### src/rtl/id_stage.sv
// -----------------------------------------------------------------------------
// id_stage: RV32I instruction decode pipeline stage (IF -> ID -> EX).
//
// Accepts {instr, pc} from IF over a give/get handshake into a one-entry hold
// register, decodes the RV32I fields and immediates, reads two register-file
// operands combinationally and hands a registered decode bundle to EX over a
// second give/get handshake. A 32-entry pending-write scoreboard stalls the
// held instruction while any register it reads has an uncommitted writer.
//
// Ports:
//   clk, reset_i          clock, synchronous active-high reset
//   flush_i               drop held and output instruction (branch taken)
//   IF_ID_*/ID_IF_get_o   fetch-side handshake and payload
//   RF_rs*_addr_o/data_i  register-file read ports (same-cycle data)
//   WB_we_i, WB_rd_i      writeback commit, clears the scoreboard entry
//   ID_EX_*/EX_ID_get_i   execute-side handshake and decode bundle
// -----------------------------------------------------------------------------
module id_stage #(
    parameter int unsigned BITSIZE = 32
) (
    input  logic               clk,
    input  logic               reset_i,
    input  logic               flush_i,
    input  logic               IF_ID_give_i,
    output logic               ID_IF_get_o,
    input  logic [31:0]        IF_ID_instr_i,
    input  logic [BITSIZE-1:0] IF_ID_pc_i,
    output logic [4:0]         RF_rs1_addr_o,
    output logic [4:0]         RF_rs2_addr_o,
    input  logic [31:0]        RF_rs1_data_i,
    input  logic [31:0]        RF_rs2_data_i,
    input  logic               WB_we_i,
    input  logic [4:0]         WB_rd_i,
    output logic               ID_EX_give_o,
    input  logic               EX_ID_get_i,
    output logic [BITSIZE-1:0] ID_EX_pc_o,
    output logic [31:0]        ID_EX_op1_o,
    output logic [31:0]        ID_EX_op2_o,
    output logic [31:0]        ID_EX_imm_o,
    output logic [6:0]         ID_EX_opcode_o,
    output logic [2:0]         ID_EX_funct3_o,
    output logic               ID_EX_funct7b5_o,
    output logic [4:0]         ID_EX_rd_o,
    output logic               ID_EX_we_o,
    output logic               ID_EX_illegal_o
);

    localparam logic [6:0] OpLui    = 7'b0110111;
    localparam logic [6:0] OpAuipc  = 7'b0010111;
    localparam logic [6:0] OpJal    = 7'b1101111;
    localparam logic [6:0] OpJalr   = 7'b1100111;
    localparam logic [6:0] OpBranch = 7'b1100011;
    localparam logic [6:0] OpLoad   = 7'b0000011;
    localparam logic [6:0] OpStore  = 7'b0100011;
    localparam logic [6:0] OpImm    = 7'b0010011;
    localparam logic [6:0] OpReg    = 7'b0110011;

    typedef enum logic [1:0] {StEmpty, StDecode, StStall} state_e;

    typedef struct packed {
        logic [BITSIZE-1:0] pc;
        logic [31:0]        op1;
        logic [31:0]        op2;
        logic [31:0]        imm;
        logic [6:0]         opcode;
        logic [2:0]         funct3;
        logic               funct7b5;
        logic [4:0]         rd;
        logic               we;
        logic               illegal;
    } bundle_t;

    // Hold register (IF side) and output register (EX side)
    logic [31:0]        instr_q, instr_d;
    logic [BITSIZE-1:0] pc_q, pc_d;
    logic               full_q, full_d;
    bundle_t            ex_q, ex_d;
    logic               give_q, give_d;
    logic [31:0]        pending_q, pending_d;

    // Decode of the held instruction
    logic [6:0]  opcode;
    logic [4:0]  rd, rs1, rs2;
    logic        dec_legal, dec_writes, dec_we, use_rs1, use_rs2;
    logic [31:0] dec_imm;
    logic        hazard, advance, capture;
    state_e      state;

    assign opcode = instr_q[6:0];
    assign rd     = instr_q[11:7];
    assign rs1    = instr_q[19:15];
    assign rs2    = instr_q[24:20];

    always_comb begin
        dec_legal  = 1'b1;
        dec_writes = 1'b1;
        use_rs1    = 1'b1;
        use_rs2    = 1'b0;
        dec_imm    = '0;
        case (opcode)
            OpLui, OpAuipc: begin
                use_rs1 = 1'b0;
                dec_imm = {instr_q[31:12], 12'b0};
            end
            OpJal: begin
                use_rs1 = 1'b0;
                dec_imm = {{12{instr_q[31]}}, instr_q[19:12], instr_q[20], instr_q[30:21], 1'b0};
            end
            OpJalr, OpLoad, OpImm: begin
                dec_imm = {{20{instr_q[31]}}, instr_q[31:20]};
            end
            OpStore: begin
                use_rs2    = 1'b1;
                dec_writes = 1'b0;
                dec_imm    = {{20{instr_q[31]}}, instr_q[31:25], instr_q[11:7]};
            end
            OpBranch: begin
                use_rs2    = 1'b1;
                dec_writes = 1'b0;
                dec_imm    = {{20{instr_q[31]}}, instr_q[7], instr_q[30:25], instr_q[11:8], 1'b0};
            end
            OpReg: begin
                use_rs2 = 1'b1;
            end
            default: begin
                // Unknown opcodes still read rs1 for hazard purposes but never write
                dec_legal  = 1'b0;
                dec_writes = 1'b0;
            end
        endcase
    end

    assign dec_we = dec_writes & (rd != 5'd0);

    // x0 is masked here as well as never being set, so a stray bit cannot stall
    assign hazard = full_q & ((use_rs1 & (rs1 != 5'd0) & pending_q[rs1]) |
                              (use_rs2 & (rs2 != 5'd0) & pending_q[rs2]));

    // State register: the hold register itself
    always_ff @(posedge clk) begin
        if (reset_i) begin
            instr_q   <= '0;
            pc_q      <= '0;
            full_q    <= 1'b0;
            ex_q      <= '0;
            give_q    <= 1'b0;
            pending_q <= '0;
        end else begin
            instr_q   <= instr_d;
            pc_q      <= pc_d;
            full_q    <= full_d;
            ex_q      <= ex_d;
            give_q    <= give_d;
            pending_q <= pending_d;
        end
    end

    // Output logic: decoded state and the two handshakes
    always_comb begin
        state = StEmpty;
        if (full_q) begin
            state = hazard ? StStall : StDecode;
        end
        advance     = (state == StDecode) & (!give_q | EX_ID_get_i) & !flush_i;
        ID_IF_get_o = !flush_i & (!full_q | advance);
        capture     = IF_ID_give_i & ID_IF_get_o;
    end

    // Next-state logic
    always_comb begin
        instr_d   = instr_q;
        pc_d      = pc_q;
        full_d    = full_q;
        ex_d      = ex_q;
        give_d    = give_q;
        pending_d = pending_q;

        if (flush_i) begin
            full_d = 1'b0;
        end else if (capture) begin
            instr_d = IF_ID_instr_i;
            pc_d    = IF_ID_pc_i;
            full_d  = 1'b1;
        end else if (advance) begin
            full_d = 1'b0;
        end

        if (flush_i) begin
            give_d = 1'b0;
        end else if (advance) begin
            give_d      = 1'b1;
            ex_d.pc       = pc_q;
            ex_d.op1      = RF_rs1_data_i;
            ex_d.op2      = RF_rs2_data_i;
            ex_d.imm      = dec_imm;
            ex_d.opcode   = opcode;
            ex_d.funct3   = instr_q[14:12];
            ex_d.funct7b5 = instr_q[30];
            ex_d.rd       = dec_we ? rd : 5'd0;
            ex_d.we       = dec_we;
            ex_d.illegal  = !dec_legal;
        end else if (EX_ID_get_i) begin
            give_d = 1'b0;
        end

        // Clears first so that a same-cycle set on the same register wins
        if (WB_we_i) begin
            pending_d[WB_rd_i] = 1'b0;
        end
        if (flush_i && give_q && ex_q.we) begin
            pending_d[ex_q.rd] = 1'b0;
        end
        if (advance && dec_we) begin
            pending_d[rd] = 1'b1;
        end
        pending_d[0] = 1'b0;
    end

    assign RF_rs1_addr_o    = rs1;
    assign RF_rs2_addr_o    = rs2;
    assign ID_EX_give_o     = give_q;
    assign ID_EX_pc_o       = ex_q.pc;
    assign ID_EX_op1_o      = ex_q.op1;
    assign ID_EX_op2_o      = ex_q.op2;
    assign ID_EX_imm_o      = ex_q.imm;
    assign ID_EX_opcode_o   = ex_q.opcode;
    assign ID_EX_funct3_o   = ex_q.funct3;
    assign ID_EX_funct7b5_o = ex_q.funct7b5;
    assign ID_EX_rd_o       = ex_q.rd;
    assign ID_EX_we_o       = ex_q.we;
    assign ID_EX_illegal_o  = ex_q.illegal;

endmodule

### config.mk
export PLATFORM = sky130hd
export DESIGN_NAME = id_stage
export DESIGN_NICKNAME = d
export VERILOG_FILES = /design/src/rtl/id_stage.sv
export SDC_FILE = /design/constraint.sdc
export NUM_CORES = 1
export LEC_CHECK = 0
export CAP_MARGIN = 0
export CORE_MARGIN = 2
export CORE_UTILIZATION = 44
export CTS_CLUSTER_SIZE = 16
export DETAILED_ROUTE_END_ITERATION = 6
export PLACE_DENSITY_LB_ADDON = 0.1
export SYNTH_ARGS = -nofsm -noshare
export SYNTH_HDL_FRONTEND = slang
export SYNTH_SLANG_ARGS = --single-unit
### constraint.sdc
create_clock -name clk -period 2.8 [get_ports clk]
set_input_delay 0.56 -clock clk [delete_from_list [all_inputs] [get_ports clk]]
set_output_delay 0.56 -clock clk [all_outputs]
set_load 0.05 [all_outputs]
==> results.toml <==
[run_status]
status = "finished with violations"
violations = "negative setup slack"

[pwr]
p_int_mw = 6.25
clkPwrFrac = 0.444
p_comb_frac = 0.120
vdd_drop_max_v = 0.000477
power_frac_seq = 0.436
switching_power_mw = 2.05
switching_share = 0.247
powerDensity_nw_per_um2 = 526
p_leak_nw = 6.47

[grt]
grt_usage = 0.224
grt_max_degree = 125
grt_pass1_vias = 8760
overflow = 0
antenna_found_initial = 0
grt_first_pass_wirelength_um = 47300

[yosys]
synth_edf_count = 0
async_reset_ff_frac = 0
synth_commonest_cells = "dfxtp_1, mux2i_1, nand2b_1"
syn_area_sq_um = 10800
synth.net_count = 1236
ys_seq_elements = 243
synth_top_area_frac = 0.450
yosysSeqAreaShare = 0.450
synthDistinctLibCells = 47
synth_most_common_cell = "dfxtp_1"
yosys-top-cells-area = "dfxtp_1, mux2i_1, nand2b_1"
ys_warn_count = 0
synthFlopType = "dfxtp_1"
syn_inst = 1097
synth_area_leader_cell = "dfxtp_1"
avgSynthCellArea_sq_um = 9.86

[routing]
drt-total-wl_um = 30800
via_per_inst = 5.13
dr.first_iter.drc_count = 571
drt-pass1-iter-count = 5
drc = 0
vias = 8985
wl_per_cell_um = 17.5
ant_nets = 0

[timing]
finalSetupViolCount = 197
period_minus_slack_ns = 3.16
setup_slack_ns = -0.362
fmax_ghz = 0.316
tightest_slew_ns = 0.615
worst_slew_margin_rel = 0.588
fin_crit_sh = 1.13
rsz0062_at_grt = "true"
finalHoldViolations = 0
setup_tns_ns = -9.10
hold_slack_ns = 0.451
slew_violations = 0
skew_ns = 0.0158

[cells_and_area]
stdcell_count = 1753
nNetsFinal = 1547
drive_above_1_share = 0.125
syn_to_final_growth_pct = 45.9
diodes = 0
fillers = 2023

[setup_path]
rrSetupSlack_ns = -0.13
crit_fanout = 6
path_class = "reg -> out"
cp.required_ns = 2.24
r2r_cells = 8
critPathLaunchType = "flop"
cp.arrival_ns = 2.60
r2r-end = "ID_EX_we_o"
cp-end-kind = "primary output"
r2r_start = "instr_q[21]"

[clock_tree]
cts_root_buf = "clkbuf_16"
clockBufferDepth = 3
holdBufCountCts = 0
numCtsBuffers = 28
clk_latency_ns = 0.55
clock-sinks = 243
cts_htree_levels = 1
cts_tree = "yes"
clkTransAtPathRegs_ns = 0.06

[placed_design]
globalplace.congestion = 0.874
placed_cells = 1678
dpl.hpwl_um = 20800
portBuffers = 296

[floorplanning]
ios = 297
rows = 57
die-area_sq_um = 25800
dieHeight_um = 161
fp.dieW_um = 161
core_sq_um = 24200
start_util = 0.446

[min_path]
hp-start = "ID_EX_imm_o[31]"
worstHoldPathCells = 2
whs_endpoint = "ID_EX_imm_o[31]"
hp-class = "reg -> reg"

[job]
cap_violations = 0
## how the worst max path moves through the flow
stage / start / to / slack, ns / depth (start not counted)
detailed placement: instr_q[21] / ID_IF_get_o / -0.12 / 8
finish: instr_q[21] / ID_IF_get_o / -0.36 / 6
global placement: instr_q[21] / ID_IF_get_o / -0.02 / 8
global route: instr_q[21] / ID_IF_get_o / -0.47 / 8
floorplan: instr_q[21] / ID_IF_get_o / 0.01 / 6
CTS: instr_q[21] / ID_IF_get_o / -0.40 / 8
## registers in the layout (all words and copies together), names as in the netlist, 3 cells and up
name,cells
ID_EX_imm_o,32
ID_EX_opcode_o,7
instr_q,32
pending_q,31
ID_EX_funct3_o,3
ID_EX_op1_o,32
ID_EX_op2_o,32
ID_EX_pc_o,32
pc_q,32
ID_EX_rd_o,5
## cells in the final DEF, fill, tap and decap left out, drive strengths merged, types with 11 or more instances in the layout
cell type / count
buf: 65
clkdlybuf4s50: 294
nor2b: 64
nand2b: 128
a211oi: 21
nand3b: 11
nand3: 14
mux2i: 182
o221ai: 30
o21ai: 35
nand2: 40
clkbuf: 48
mux4: 13
a21oi: 21
nor2: 126
dfxtp: 243
nor3: 26
## worst max-delay path, stage by stage, from the launching register on
cell	delay (ns)
dfxtp_4	0.41
mux4_2	0.50
mux4_2	0.48
a22oi_2	0.22
o211ai_4	0.13
a21oi_4	0.16
buf_12	0.15
## metal layers
layer  track usage  wire (um)  up-vias
li1              -          -     4413
met3        0.0612       2540       58
met4        0.0666        749        0
met5             0          0        -
met2         0.363      14400      318
met1         0.293      13000     4196
## cells by family after synthesis
group,Yosys count,share of synthesized area
buffers and inverters,94,0.0511
AND/OR/NAND/NOR,442,0.224
flip-flops,243,0.450
AO/OA/AOI/OAI,121,0.0774
multiplexers,197,0.198
## final cells by class
type	instances	area, sq um	share of cell area
Sequential cell	243	4870	0.309
Timing Repair Buffer	372	4030	0.255
Tap cell	324	405	0.0257
Multi-Input combinational cell	760	5530	0.350
Clock buffer	35	757	0.0480
Inverter	3	11.3	0.000714
Clock inverter	16	178	0.0113
## power groups by stage
| stage | Combinational, mW | Clock (mW) | Sequential, mW |
|---|---|---|---|
| floorplan | 0.412 | 0 | 3.80 |
| global placement | 0.926 | 0 | 3.69 |
| detailed placement | 0.932 | 0 | 3.69 |
| CTS | 0.939 | 3.77 | 3.62 |
| global route | 1.05 | 3.93 | 3.63 |
| finish | 0.992 | 3.69 | 3.62 |
## per-stage QoR
step                setup slack (ns)   util  power (mW)  instance area, sq um
finish                        -0.362  0.651        8.30                 15800
floorplan                     0.0125      -        4.21                 10800
global route                  -0.470  0.651        8.62                 15800
CTS                           -0.398  0.629        8.33                 15200
detailed placement            -0.122  0.589        4.63                 14300
global placement             -0.0150  0.589        4.62                 14300
## repair_timing
action / CTS / global route
cloned: 0 / 12
buffers inserted: 2 / 10
setup endpoints to repair: 190 / 192
resized for setup: 3 / 41
pin swaps: 1 / 10
Note: power is estimated with default switching activity, not from simulation.
